## src/rtl/dmem_arbiter_pkg.sv

```systemverilog
// rtl/dmem_arbiter_pkg.sv - shared data-memory geometry and arbiter state encoding
package dmem_arbiter_pkg;

    localparam int DATA_MEM_ADDRESS = 8;
    localparam int DATA_MEM_LENGTH  = 1 << DATA_MEM_ADDRESS;

    typedef enum logic {
        S_ARB   = 1'b0,
        S_LOCK1 = 1'b1
    } arb_state_t;

endpackage

```

## src/rtl/dmem_arbiter.sv

```systemverilog
// rtl/dmem_arbiter.sv - two-port arbiter for the single-port data memory
// Optional starvation guard for port 1 enabled by defining DMEM_ARB_STARVE_EN.
module dmem_arbiter
    import dmem_arbiter_pkg::*;
#(
    parameter int ADDR_W       = DATA_MEM_ADDRESS,
    parameter int STARVE_LIMIT = 4,
    parameter int CNT_W        = 3
) (
    input  logic              clk,
    input  logic              rst_n,
    input  logic              p0_req,
    input  logic              p0_we,
    input  logic [ADDR_W-1:0] p0_addr,
    input  logic [31:0]       p0_wdata,
    output logic              p0_gnt,
    output logic              p0_rvalid,
    output logic [31:0]       p0_rdata,
    input  logic              p1_req,
    input  logic              p1_we,
    input  logic [ADDR_W-1:0] p1_addr,
    input  logic [31:0]       p1_wdata,
    input  logic              p1_lock,
    output logic              p1_gnt,
    output logic              p1_rvalid,
    output logic [31:0]       p1_rdata,
    output logic              mem_wen,
    output logic [ADDR_W-1:0] mem_address,
    output logic [31:0]       mem_write_data,
    input  logic [31:0]       mem_read_data
);

    if (STARVE_LIMIT < 1 || STARVE_LIMIT >= (1 << CNT_W)) begin : g_bad_cnt_w
        $error("CNT_W too narrow for STARVE_LIMIT");
    end

    arb_state_t state;
    logic       starve_force;

`ifdef DMEM_ARB_STARVE_EN
    logic [CNT_W-1:0] starve_cnt;

    assign starve_force = (starve_cnt == CNT_W'(STARVE_LIMIT)) && p0_req && p1_req;

    always_ff @(posedge clk or negedge rst_n) begin
        if (!rst_n) begin
            starve_cnt <= '0;
        end else if (p1_gnt || !p1_req) begin
            starve_cnt <= '0;
        end else if (p0_gnt && starve_cnt != CNT_W'(STARVE_LIMIT)) begin
            starve_cnt <= starve_cnt + 1'b1;
        end
    end
`else
    assign starve_force = 1'b0;
`endif

    always_comb begin
        p0_gnt = 1'b0;
        p1_gnt = 1'b0;
        if (state == S_LOCK1) begin
            p1_gnt = p1_req;
            p0_gnt = p0_req && !p1_req;
        end else begin
            p0_gnt = p0_req && !starve_force;
            p1_gnt = p1_req && (!p0_req || starve_force);
        end
    end

    // Idle cycles park the bus on port 0 with the write strobe low.
    assign mem_address    = p1_gnt ? p1_addr  : p0_addr;
    assign mem_write_data = p1_gnt ? p1_wdata : p0_wdata;
    assign mem_wen        = rst_n && ((p0_gnt && p0_we) || (p1_gnt && p1_we));

    always_ff @(posedge clk or negedge rst_n) begin
        if (!rst_n) begin
            state <= S_ARB;
        end else begin
            case (state)
                S_ARB:   if (p1_gnt && p1_lock) state <= S_LOCK1;
                S_LOCK1: if (!(p1_req && p1_lock)) state <= S_ARB;
                default: state <= S_ARB;
            endcase
        end
    end

    always_ff @(posedge clk or negedge rst_n) begin
        if (!rst_n) begin
            p0_rvalid <= 1'b0;
            p1_rvalid <= 1'b0;
            p0_rdata  <= 32'h0;
            p1_rdata  <= 32'h0;
        end else begin
            p0_rvalid <= p0_gnt && !p0_we;
            p1_rvalid <= p1_gnt && !p1_we;
            if (p0_gnt && !p0_we) p0_rdata <= mem_read_data;
            if (p1_gnt && !p1_we) p1_rdata <= mem_read_data;
        end
    end

endmodule

```

## config.mk

```make
export PLATFORM = sky130hd
export DESIGN_NAME = dmem_arbiter
export DESIGN_NICKNAME = d
export VERILOG_FILES = /design/src/rtl/dmem_arbiter_pkg.sv /design/src/rtl/dmem_arbiter.sv
export SDC_FILE = /design/constraint.sdc
export NUM_CORES = 1
export LEC_CHECK = 0
export BUFFER_PORTS_ARGS = -buffer_cell sky130_fd_sc_hd__clkbuf_2
export CELL_PAD_IN_SITES_DETAIL_PLACEMENT = 0
export CELL_PAD_IN_SITES_GLOBAL_PLACEMENT = 1
export CORE_AREA = 2 2 123 89
export DETAILED_ROUTE_END_ITERATION = 6
export DIE_AREA = 0 0 125 91
export GPL_TIMING_DRIVEN = 0
export PLACE_DENSITY = 0.83
export SLEW_MARGIN = 20
export SYNTH_ARGS = -nofsm -noshare
export SYNTH_HDL_FRONTEND = slang
export SYNTH_SLANG_ARGS = --single-unit
```

## constraint.sdc

```tcl
create_clock -name clk -period 1.88 [get_ports clk]
set_clock_uncertainty 0.1 [all_clocks]
set_input_delay 0.094 -clock clk [delete_from_list [all_inputs] [get_ports clk]]
set_output_delay 0.094 -clock clk [all_outputs]
set_load 0.05 [all_outputs]
```

==> impl_metrics.py <==
metrics = {
    "power_and_ir_drop": {
        "power_w": 0.00619,
        "powerDensity_nw_per_um2": 1080,
        "p_leak_nw": 2.99,
        "ir_drop_v": 0.000708,
    },
    "timing": {
        "hold_violations": 0,
        "whs_ns": 0.0654,
        "setup_viol": 1,
        "setup_slack_ns": -0.0146,
        "final-max-slew-violation-count": 0,
        "relSlewSlack": 0.726,
        "period_share": 1.01,
        "min_period_ns": 1.89,
        "rsz0062_at_grt": "yes",
        "worst_pin_slew_ns": 0.411,
        "tns_ns": -0.0146,
        "fmax_ghz": 0.528,
    },
    "place": {
        "dp_slack_ns": 0.0834,
        "place_inst": 553,
        "gp_congestion": 0.755,
        "hpwl_um": 6990,
        "numPortBuffers": 227,
    },
    "floorplanning": {
        "start_util": 0.296,
        "chipHeight_um": 91,
        "die-area_um2": 11400,
        "core_um2": 10200,
        "die_w_um": 125,
        "io_pins": 228,
        "num_rows": 31,
    },
    "global_route": {
        "grt_max_degree": 41,
        "antenna_found_initial": 0,
        "grt_pass1_vias": 2849,
        "overflow": 0,
        "grt_pass1_wl_um": 14600,
        "track_usage": 0.165,
    },
    "status": {
        "violations": "setup timing",
        "status": "finished, violations left",
    },
    "logic_synthesis": {
        "synth_common_cells": "75 x mux2_2, 67 x dfrtp_1, 29 x mux2_1, 6 x buf_4",
        "syn-num-nets": 312,
        "synth.area.top_cells": "dfrtp_1 56%, mux2_2 28%, mux2_1 11%",
        "yosys_register_bits": 67,
        "yosys_warnings": 0,
        "synth-edff-count": 0,
        "async_flop_share": 1.00,
        "ys_seq_area_frac": 0.558,
        "synth_flop_cell": "dfrtp_1",
        "netlist_instances": 193,
        "synth.cell_area_um2": 3010,
        "syn_avg_cell_area_um2": 15.6,
        "yosysMostFrequentCell": "mux2_2",
        "ys_types": 14,
        "synth_top_area_frac": 0.558,
        "yosysTopAreaCell": "dfrtp_1",
    },
    "setup_path": {
        "crit_arrival_ns": 1.70,
        "required_ns": 1.69,
        "slowest_stage": "dfrtp_1",
        "cp-start-kind": "register",
        "critPathMaxStageDelay_ns": 0.38,
        "worstPathCellList": "nand2b_4 -> nand2_8 -> clkbuf_16 -> mux2_4 -> buf_8",
        "crit_fanout": 6,
        "crit_path_end_kind": "primary output",
        "crit_type": "reg -> out",
    },
    "drt": {
        "via_per_inst": 4.46,
        "drtIter0Drc": 41,
        "ant_nets": 0,
        "wl_um": 10400,
        "wl_per_cell_um": 17.1,
        "firstDrtPassIters": 4,
        "drc": 0,
        "vias": 2723,
    },
    "finish": {
        "area_growth_pct": 91.4,
        "drive_gt1_frac": 0.710,
        "nets": 593,
        "final_cells": 611,
        "antenna_cells": 0,
    },
    "clock_tree": {
        "cts-root-buf": "clkbuf_16",
        "cts_tree": "done",
        "clock_sinks": 67,
        "cts.reportedPaths.clkPinSlew_ns": 0.05,
        "clk-insertion-delay-late_ns": 0.32,
        "cts_buffers": 9,
        "htreeDepth": 3,
        "clockBufferDepth": 2,
    },
    "worst_hold_path": {
        "hp-class": "in -> reg",
    },
    "run": {
        "max_cap_violations": 0,
    },
}
[path summary, 6_finish.rpt]
path / start / to / slack (ns) / cells past startpoint
max in group asynchronous: rst_n / p1_rdata[31] / 0.99 / 3
max: state / mem_address[0] / -0.01 / 5
max reg2reg: state / p0_rdata[12] / 0.13 / 5
min: p0_we / p0_rvalid / 0.07 / 3
min reg2reg: p0_rdata[3] / p0_rdata[3] / 0.39 / 1
min in group asynchronous: rst_n / p0_rdata[10] / 0.15 / 2
[report_power, final]
| group | internal (W) | switching, W | total [W] |
|---|---|---|---|
| sequential | 0.00170 | 0.000129 | 0.00182 |
| combinational | 0.000832 | 0.00162 | 0.00245 |
| clock | 0.00133 | 0.000580 | 0.00191 |
[logic make-up after synthesis]
logic type | after synthesis | synth area share
buf+inv | 13 | 0.0316
flops | 67 | 0.558
simple gates | 7 | 0.0154
mux | 104 | 0.390
compound gates | 2 | 0.00541
[cell type report]
cell class,instances,area (µm²)
timing repair buffer,269,2010
inverter,3,11.3
fill,822,4410
buffer,10,119
sequential,67,1680
clock inverter,5,100
tap,132,165
clock buffer,11,243
multi-input combinational,114,1420
[layout by cell type (no fill, tap or decap), types with 2 or more instances in the layout]
cell,netlist,layout
mux2_2,75,36
clkinv_2,0,2
clkbuf_2,0,187
inv_1,3,3
buf_12,0,2
dlygate4sd3_1,0,35
bufinv_16,0,3
nand2_8,0,2
dfrtp_1,67,67
buf_6,3,3
clkbuf_16,0,13
nand2_1,3,2
mux2_4,0,39
buf_4,6,5
mux2_1,29,29
buf_8,0,42
[flip-flops by register name (all words and copies together), names as in the netlist]
signal / flops
state: 1
p1_rdata: 32
p1_rvalid: 1
p0_rvalid: 1
p0_rdata: 32
[worst max-delay path, delay by kind of cell (launching register included)]
family,cells,cell delay [ns]
multiplexers,1,0.33
AND/OR/NAND/NOR,2,0.34
flip-flops,1,0.38
buffers and inverters,2,0.33
[stage by stage]
| step | instance area (µm²) | utilization |
|---|---|---|
| after floorplan | 3010 | - |
| after global placement | 4310 | 0.424 |
| after detailed placement | 4330 | 0.426 |
| after CTS | 5360 | 0.527 |
| after global routing | 5750 | 0.566 |
| final | 5750 | 0.566 |
[repair_timing]
item | in CTS | in global routing
endpoints found under the setup margin | 40 | 40
buffers inserted | 1 | 1
gates resized for setup | 77 | 102
gates cloned | 0 | 5
hold buffers | 35 | 0
pin swaps | 1 | 2
hold endpoints to repair | 92 | 0
[layer usage]
metal / global-route usage / part of all wire / vias up
met5: 0 / 0 / -
met4: 0.0389 / 0.0068 / 0
met3: 0.0583 / 0.066 / 9
met2: 0.280 / 0.50 / 110
met1: 0.202 / 0.42 / 1347
li1: - / - / 1257
No activity file was read; power rests on OpenSTA's default activity.
